$ cat src/rtl/irq_timer_pkg.sv
// Shared definitions for the interrupt timer: FSM encoding, register offsets,
// CTRL field layout and MODE codes.
package irq_timer_pkg;

    typedef enum logic [1:0] {
        ST_IDLE = 2'd0,
        ST_LOAD = 2'd1,
        ST_CNT  = 2'd2,
        ST_INT  = 2'd3
    } state_t;

    localparam logic [1:0] OFF_CTRL   = 2'd0;
    localparam logic [1:0] OFF_PRESET = 2'd1;
    localparam logic [1:0] OFF_COUNT  = 2'd2;

    localparam int CTRL_EN      = 0;
    localparam int CTRL_MODE_LO = 1;
    localparam int CTRL_MODE_HI = 2;
    localparam int CTRL_IM      = 3;

    localparam logic [1:0] MODE_ONESHOT = 2'd0;
    localparam logic [1:0] MODE_RELOAD  = 2'd1;

    typedef struct packed {
        logic       im;
        logic [1:0] mode;
        logic       en;
    } ctrl_t;

endpackage

$ cat src/rtl/irq_timer.sv
// Programmable down-counter with one-shot / auto-reload modes raising a
// maskable interrupt on expiry.
module irq_timer
    import irq_timer_pkg::*;
#(
    parameter int ADDR_LSB = 2
) (
    input  logic        clk,
    input  logic        reset,
    input  logic [31:0] addr,
    input  logic        we,
    input  logic [31:0] wdata,
    output logic [31:0] rdata,
    output logic        irq
);

    state_t      state, state_nxt;
    ctrl_t       ctrl;
    logic [31:0] preset;
    logic [31:0] count;
    logic        irq_pend;

    logic [1:0]  offset;
    logic        wr_ctrl, wr_preset, auto_reload;
    logic        load_cnt, dec_cnt, expire, clr_pend_hw, clr_en_hw;
    logic        unused_addr;

    assign offset      = addr[ADDR_LSB+1:ADDR_LSB];
    assign unused_addr = ^addr;
    assign wr_ctrl     = we && (offset == OFF_CTRL);
    assign wr_preset   = we && (offset == OFF_PRESET);
    assign auto_reload = (ctrl.mode == MODE_RELOAD);

    always_ff @(posedge clk or negedge reset) begin
        if (!reset) state <= ST_IDLE;
        else        state <= state_nxt;
    end

    always_comb begin
        state_nxt = state;
        case (state)
            ST_IDLE: if (ctrl.en) state_nxt = ST_LOAD;
            ST_LOAD: state_nxt = ST_CNT;
            ST_CNT: begin
                if (!ctrl.en)            state_nxt = ST_IDLE;
                else if (count <= 32'd1) state_nxt = ST_INT;
            end
            ST_INT:  state_nxt = auto_reload ? ST_LOAD : ST_IDLE;
            default: state_nxt = ST_IDLE;
        endcase
    end

    always_comb begin
        load_cnt    = 1'b0;
        dec_cnt     = 1'b0;
        expire      = 1'b0;
        clr_pend_hw = 1'b0;
        clr_en_hw   = 1'b0;
        case (state)
            ST_LOAD: load_cnt = 1'b1;
            ST_CNT: begin
                if (ctrl.en) begin
                    dec_cnt = (count > 32'd1);
                    expire  = (count <= 32'd1);
                end
            end
            ST_INT: begin
                clr_pend_hw = auto_reload;
                clr_en_hw   = !auto_reload;
            end
            default: ;
        endcase
    end

    // Software CTRL writes take priority over the hardware EN clear.
    always_ff @(posedge clk or negedge reset) begin
        if (!reset) begin
            ctrl   <= '0;
            preset <= '0;
        end else begin
            if (wr_ctrl)        ctrl    <= ctrl_t'(wdata[3:0]);
            else if (clr_en_hw) ctrl.en <= 1'b0;
            if (wr_preset)      preset  <= wdata;
        end
    end

    always_ff @(posedge clk or negedge reset) begin
        if (!reset)        count <= '0;
        else if (load_cnt) count <= preset;
        else if (dec_cnt)  count <= count - 32'd1;
        else if (expire)   count <= '0;
    end

    // A set on the expiry edge beats any clear so no interrupt is dropped.
    always_ff @(posedge clk or negedge reset) begin
        if (!reset)                                    irq_pend <= 1'b0;
        else if (expire)                               irq_pend <= 1'b1;
        else if (wr_ctrl || wr_preset || clr_pend_hw)  irq_pend <= 1'b0;
    end

    always_comb begin
        rdata = '0;
        case (offset)
            OFF_CTRL:   rdata = {28'd0, ctrl};
            OFF_PRESET: rdata = preset;
            OFF_COUNT:  rdata = count;
            default:    rdata = '0;
        endcase
    end

    assign irq = irq_pend & ctrl.im;

endmodule

$ cat config.mk
export PLATFORM = sky130hd
export DESIGN_NAME = irq_timer
export DESIGN_NICKNAME = d
export VERILOG_FILES = /design/src/rtl/irq_timer_pkg.sv /design/src/rtl/irq_timer.sv
export SDC_FILE = /design/constraint.sdc
export NUM_CORES = 1
export LEC_CHECK = 0
export ABC_AREA = 1
export BUFFER_PORTS_ARGS = -buffer_cell sky130_fd_sc_hd__buf_2
export CAP_MARGIN = 10
export CORE_ASPECT_RATIO = 1.1
export CORE_MARGIN = 2
export CORE_UTILIZATION = 50
export CTS_BUF_LIST = sky130_fd_sc_hd__clkbuf_2 sky130_fd_sc_hd__clkbuf_4 sky130_fd_sc_hd__clkbuf_8
export DETAILED_ROUTE_END_ITERATION = 12
export PLACE_DENSITY = 0.78
export SETUP_SLACK_MARGIN = 0.02
export SLEW_MARGIN = 10
export SYNTH_ARGS = -nofsm -noshare
export SYNTH_HDL_FRONTEND = slang
export SYNTH_SLANG_ARGS = --single-unit
$ cat constraint.sdc
create_clock -name clk -period 1.5 [get_ports clk]
set_input_delay 0.45 -clock clk [delete_from_list [all_inputs] [get_ports clk]]
set_output_delay 0.45 -clock clk [all_outputs]
set_load 0.01 [all_outputs]
# == Yosys cells after proc, flatten, opt, wreduce, memory -nomap -nowiden ==
# Index checks and enable logic that the tools add are counted.
# word_totals
register_bits,71
input_bits,67
output_inout_bits,33
elab_cells,50
# classes
n_addsub,1
order_cmp,2
n_eq_ne,8
n_mux,20
bitwise_logic,1
n_reduce_logical,11
# op_table
operator,count
32-bit two-way mux,3
32-bit case mux with 3 select lines,1
32-bit by 1-bit > comparator with 1-bit output (second input constant),1
32-bit by 1-bit less-or-equal comparator with 1-bit output (second input constant),1
32-bit by 1-bit subtractor with 32-bit output (second input constant),1
1-bit two-way mux,12
2-bit case mux with 4 select lines,1
2-bit by 1-bit equality test with 1-bit output (second input constant),3
2-bit equality test (second input constant),3
2-bit two-way mux,3
2-bit logical NOT,2
2-bit nonzero test,2
3-bit != test (second input constant),1
3-bit nonzero test,1
1-bit logical AND,2
1-bit logical OR,2
2-bit != test (second input constant),1
2-bit AND reduction,1
1-bit bitwise AND,1
1-bit logical NOT,1

# == Logic depth before layout (Yosys ltp) ==
# depth
depth_word,6
depth_mapped,10
mapped_depth_nobuf,10

# == Worst setup path before layout ==
# No wires, ideal clock.
# synth_path
path_type,input port to output port
start,input port addr[2]
end,output port rdata[10]
t_arrival_ps,1237
required_time_ps,1050
setup_slack_ps,-187
path_stages,6
cell_sequence,inv_1 -> nor2_1 -> buf_2 -> buf_1 -> nand2_1 -> o21ai_0
# synth_between
elab_chain_len,2
elab_cells_between_ends,4
# synth_lines
element,line_no,text
start: declaration,irq_timer.sv:10,"input logic [31:0] addr,"
2-bit equality test (tied with other cells),irq_timer.sv:103,case (offset)
32-bit case mux with 3 select lines *,irq_timer.sv:103,
end: declaration,irq_timer.sv:13,"output logic [31:0] rdata,"
# Every way passes the cells marked *; elsewhere a longest branch is shown, timed or not.

# == Worst setup path after layout ==
# layout_path
start,register count[10]
end,register count[27]
# layout_between
elab_chain_len,5
elab_cells_between_ends,10
# layout_lines
element,line_no,text
start: declaration,irq_timer.sv:20,logic [31:0] count;
start signal: assignment,irq_timer.sv:89,else if (load_cnt) count <= preset;
start signal: assignment,irq_timer.sv:90,else if (dec_cnt) count <= count - 32'd1;
32-bit by 1-bit > comparator with 1-bit output,irq_timer.sv:63,dec_cnt = (count > 32'd1);
1-bit two-way mux,irq_timer.sv:62,if (ctrl.en) begin
1-bit two-way mux,irq_timer.sv:59,case (state)
32-bit two-way mux,irq_timer.sv:90,
32-bit two-way mux,irq_timer.sv:89,
# Several ways; a longest one is shown, not always the timed one.
# A chain may end at the register's enable or synchronous reset.

==> run_results.csv <==
group,metric,value,unit
detailed_routing,viasPerCell,6.259,
global_routing,grt_usage,0.3601,
logic_synthesis,synth-seq-area-share,0.4249,
clock_tree,cts_buffers,9,
pwr,p_comb_frac,0.611,
global_routing,antenna_found_initial,0,
pwr,p_seq_frac,0.244,
worst_setup_path,endpoint_kind,"flip-flop",
pwr,vdd_drop_max,0.001081,V
logic_synthesis,synth-simple-area-share,0.3085,
logic_synthesis,syn_inst,546,
worst_setup_path,path_cells,"buf_4, nor2_2, nand2_2, nor2_2, nand2_4, nor2_4, nand2_1, nand2_1, nand3_2, nand2_1",
logic_synthesis,ys_ff_latch,71,
cells_and_area,n_antenna_cell,0,
floorplan,num_rows,34,
pwr,p_sw,5.898,mW
logic_synthesis,synth_top_family_by_area,"simple AND/OR/NAND/NOR gates",
worst_setup_path,crit_type,"flip-flop to flip-flop",
detailed_routing,route.detailed.drc,0,
cells_and_area,multi_input_area,2889,um^2
logic_synthesis,synth-xor-area-share,0.02513,
detailed_routing,totalWireLength,19730,um
global_routing,grt_pass1_vias,5166,
pwr,powerDensity,1857,nW/um^2
worst_setup_path,critPathMaxStageDelay,0.42,ns
floorplan,core-area,7998,um^2
clock_tree,clock_latency,0.37,ns
logic_synthesis,syn-num-nets,615,
worst_setup_path,worstPathArrival,2.14,ns
cells_and_area,fill_cells,373,
run_status,status,"finished with violations",
cells_and_area,syn_to_final_growth,66.04,%
worst_setup_path,critPathSlowestCell,"dfrtp_1",
logic_synthesis,synth_enable_flop_cells,0,
placed_design,globalplace.congestion,0.8499,
logic_synthesis,synth_fa_ha_area_frac,0.005984,
pwr,power_leakage,3.533,nW
floorplan,die_area,9111,um^2
floorplan,die_h,99.91,um
sta,setup_viol,66,
logic_synthesis,async_flop_share,1.000,
clock_tree,cts_num_sinks,71,
detailed_routing,drt_pass1_iterations,5,
logic_synthesis,yosysUniqueCellTypes,30,
cells_and_area,register_area,1777,um^2
sta,hold_viol_final,0,
cells_and_area,final_cell_area,6943,um^2
worst_setup_path,critPathBufInv,1,
global_routing,grt_pass1_wl,25830,um
clock_tree,htree_levels,3,
run_status,violations,"negative setup slack",
cells_and_area,layout-drive-gt1-share,0.5501,
cells_and_area,layout.nets,802,
cells_and_area,final_util,0.8681,
sta,fin_skew,0.01795,ns
logic_synthesis,avgSynthCellArea,7.658,um^2
sta,min_period_over_period,1.217,
sta,fin_crit,1.825,ns
logic_synthesis,synth_mux_area_frac,0.06194,
worst_setup_path,cp_common_cell,"nand2_1",
detailed_routing,antenna_left,0,
global_routing,grt_max_degree,34,
sta,timing.final.ws_setup,-0.3250,ns
sta,worst_pin_slew,0.4047,ns
worst_setup_path,setup.worst_path.start_class,"flip-flop",
logic_synthesis,yosysWarningCount,0,
worst_setup_path,path_max_fanout,6,
pwr,switching_share,0.4575,
logic_synthesis,ys.flop_type,"dfrtp_1",
floorplan,die_w,91.20,um
hold_path,min-delay-path-class,"input pin to flip-flop",
detailed_routing,vias,5295,
worst_setup_path,crit_family,"simple AND/OR/NAND/NOR gates",
floorplan,pin_count,100,
clock_tree,clock_path_buffers,2,
placed_design,postPlaceCellArea,5289,um^2
placed_design,hpwl,8657,um
clock_tree,clkTransAtPathRegs,0.09,ns
sta,drv_slew,0,
pwr,clkPwrFrac,0.145,
logic_synthesis,syn_area,4182,um^2
sta,rsz0062_at_grt,"yes",
logic_synthesis,synth-compound-area-share,0.1014,
sta,relSlewSlack,0.7292,
detailed_routing,routedWlPerCell,23.32,um
worst_setup_path,cp_data_required_time,1.81,ns
placed_design,port_buffers,69,
job,maxCapViolCount,0,
floorplan,initial_core_util,0.5228,
pwr,internal_power,6.993,mW
clock_tree,clockRootBuffer,"clkbuf_8",
clock_tree,cts_tree,"yes",
detailed_routing,drt-initial-drc-count,577,
global_routing,overflow,0,
sta,timing.fmax,0.5479,GHz
-- logic make-up (layout without fill, tap and decap cells) --
kind of cell,count (synthesis),in the layout
simple gates,289,289
buf+inv,75,265
compound gates,74,76
flops,71,71
mux,23,23
xor+xnor,12,12
fa+ha+maj,2,2
-- metrics by stage --
step | setup TNS (ns) | instances | hold slack, ns | power [mW] | worst slack [ns]
after floorplan | -0.2616 | 546 | 0.1544 | 5.674 | -0.01525
after global placement | -18.97 | 785 | 0.3334 | 7.810 | -0.3905
after detailed placement | -24.03 | 785 | 0.3417 | 8.035 | -0.5222
after CTS | -11.22 | 832 | 0.3215 | 11.02 | -0.2786
after global routing | -16.94 | 846 | 0.3098 | 13.34 | -0.3665
final | -14.37 | 846 | 0.3121 | 12.89 | -0.3250
-- final cells by class --
type                       instances  share of cell area
multi-input combinational        402              0.4161
clock inverter                     5             0.01153
tap                              108             0.01946
clock buffer                      11             0.02181
timing repair buffer             192              0.2411
sequential                        71              0.2559
inverter                          57             0.03406
-- worst reg2reg max path, delay by kind of cell (launching register included) --
kind	cells	cell delay [ns]
buffers and inverters	1	0.18
flip-flops	1	0.42
AND/OR/NAND/NOR	9	1.20
-- layout by cell type (no fill, tap or decap), types with 4 or more instances in the layout --
master / synthesis / layout
mux2_4: 0 / 22
o22ai_2: 0 / 5
inv_1: 55 / 35
nor2_1: 53 / 31
a22oi_1: 8 / 8
buf_4: 0 / 67
xor2_1: 12 / 10
buf_12: 0 / 15
dfrtp_1: 71 / 71
nand2_1: 160 / 112
buf_2: 4 / 67
nor2_4: 2 / 14
a21oi_1: 6 / 6
nand2_2: 3 / 27
nand3_2: 13 / 35
o21ai_1: 1 / 17
buf_6: 2 / 36
clkbuf_8: 0 / 11
o21ai_0: 46 / 11
nand4_1: 5 / 5
inv_2: 2 / 17
nand2_4: 2 / 23
nor2_2: 7 / 17
o21ai_2: 0 / 19
nand3_1: 40 / 16
o211ai_1: 4 / 4
-- synth_stat cells, drive strengths merged, types with 2 or more instances --
| library cell | count | area (um^2) |
|---|---|---|
| nand4 | 5 | 31.28 |
| nand3 | 53 | 330.3 |
| o21ai | 47 | 235.2 |
| a21oi | 8 | 55.06 |
| mux2 | 23 | 259.0 |
| a22oi | 8 | 60.06 |
| nand2 | 165 | 641.9 |
| o211ai | 4 | 30.03 |
| ha | 2 | 25.02 |
| buf | 8 | 50.05 |
| o22ai | 6 | 37.54 |
| clkbuf | 10 | 37.54 |
| nor2 | 62 | 265.3 |
| inv | 57 | 214.0 |
| xor2 | 12 | 105.1 |
| dfrtp | 71 | 1777 |
| nor3 | 3 | 15.01 |
-- worst paths after layout --
kind / startpoint / endpoint / slack (ns) / depth (start not counted)
setup / recovery: count[10]$_DFFE_PN0P_ / count[27]$_DFFE_PN0P_ / -0.33 / 10
hold / removal: wdata[19] / preset[19]$_DFFE_PN0P_ / 0.31 / 2
setup reg to reg: count[10]$_DFFE_PN0P_ / count[27]$_DFFE_PN0P_ / -0.33 / 10
hold reg to reg: ctrl[2]$_DFFE_PN0P_ / ctrl[2]$_DFFE_PN0P_ / 0.53 / 2
max in group asynchronous: reset / count[10]$_DFFE_PN0P_ / 0.52 / 3
min in group asynchronous: reset / ctrl[3]$_DFFE_PN0P_ / 0.50 / 2
-- repair_timing --
item	in CTS	in global routing
buffers inserted	26	13
gates cloned	4	3
hold endpoints to repair	7	0
pin swaps	31	40
resized for setup	174	114
hold buffers	1	0
setup endpoints to repair	66	90
-- power groups by stage --
| stage | Combinational (mW) | Sequential [mW] | Clock [mW] |
|---|---|---|---|
| floorplan | 2.65 | 3.03 | 0 |
| global placement | 4.89 | 2.92 | 0 |
| detailed placement | 5.09 | 2.95 | 0 |
| CTS | 6.23 | 2.97 | 1.81 |
| global route | 8.25 | 3.18 | 1.91 |
| finish | 7.87 | 3.15 | 1.87 |
-- per-layer routing --
metal / share of wire / track usage / vias to the layer above
li1: - / - / 2140
met1: 0.34 / 0.4176 / 2502
met2: 0.47 / 0.6188 / 477
met3: 0.095 / 0.06607 / 176
met4: 0.088 / 0.2261 / 0
met5: 0 / 0 / -
-- sequential cells by signal, summed over array words and instances, names as in the netlist --
signal	flops
count	32
ctrl	4
state	2
preset	32
irq_pend	1
No activity file was read; power rests on OpenSTA's default activity.
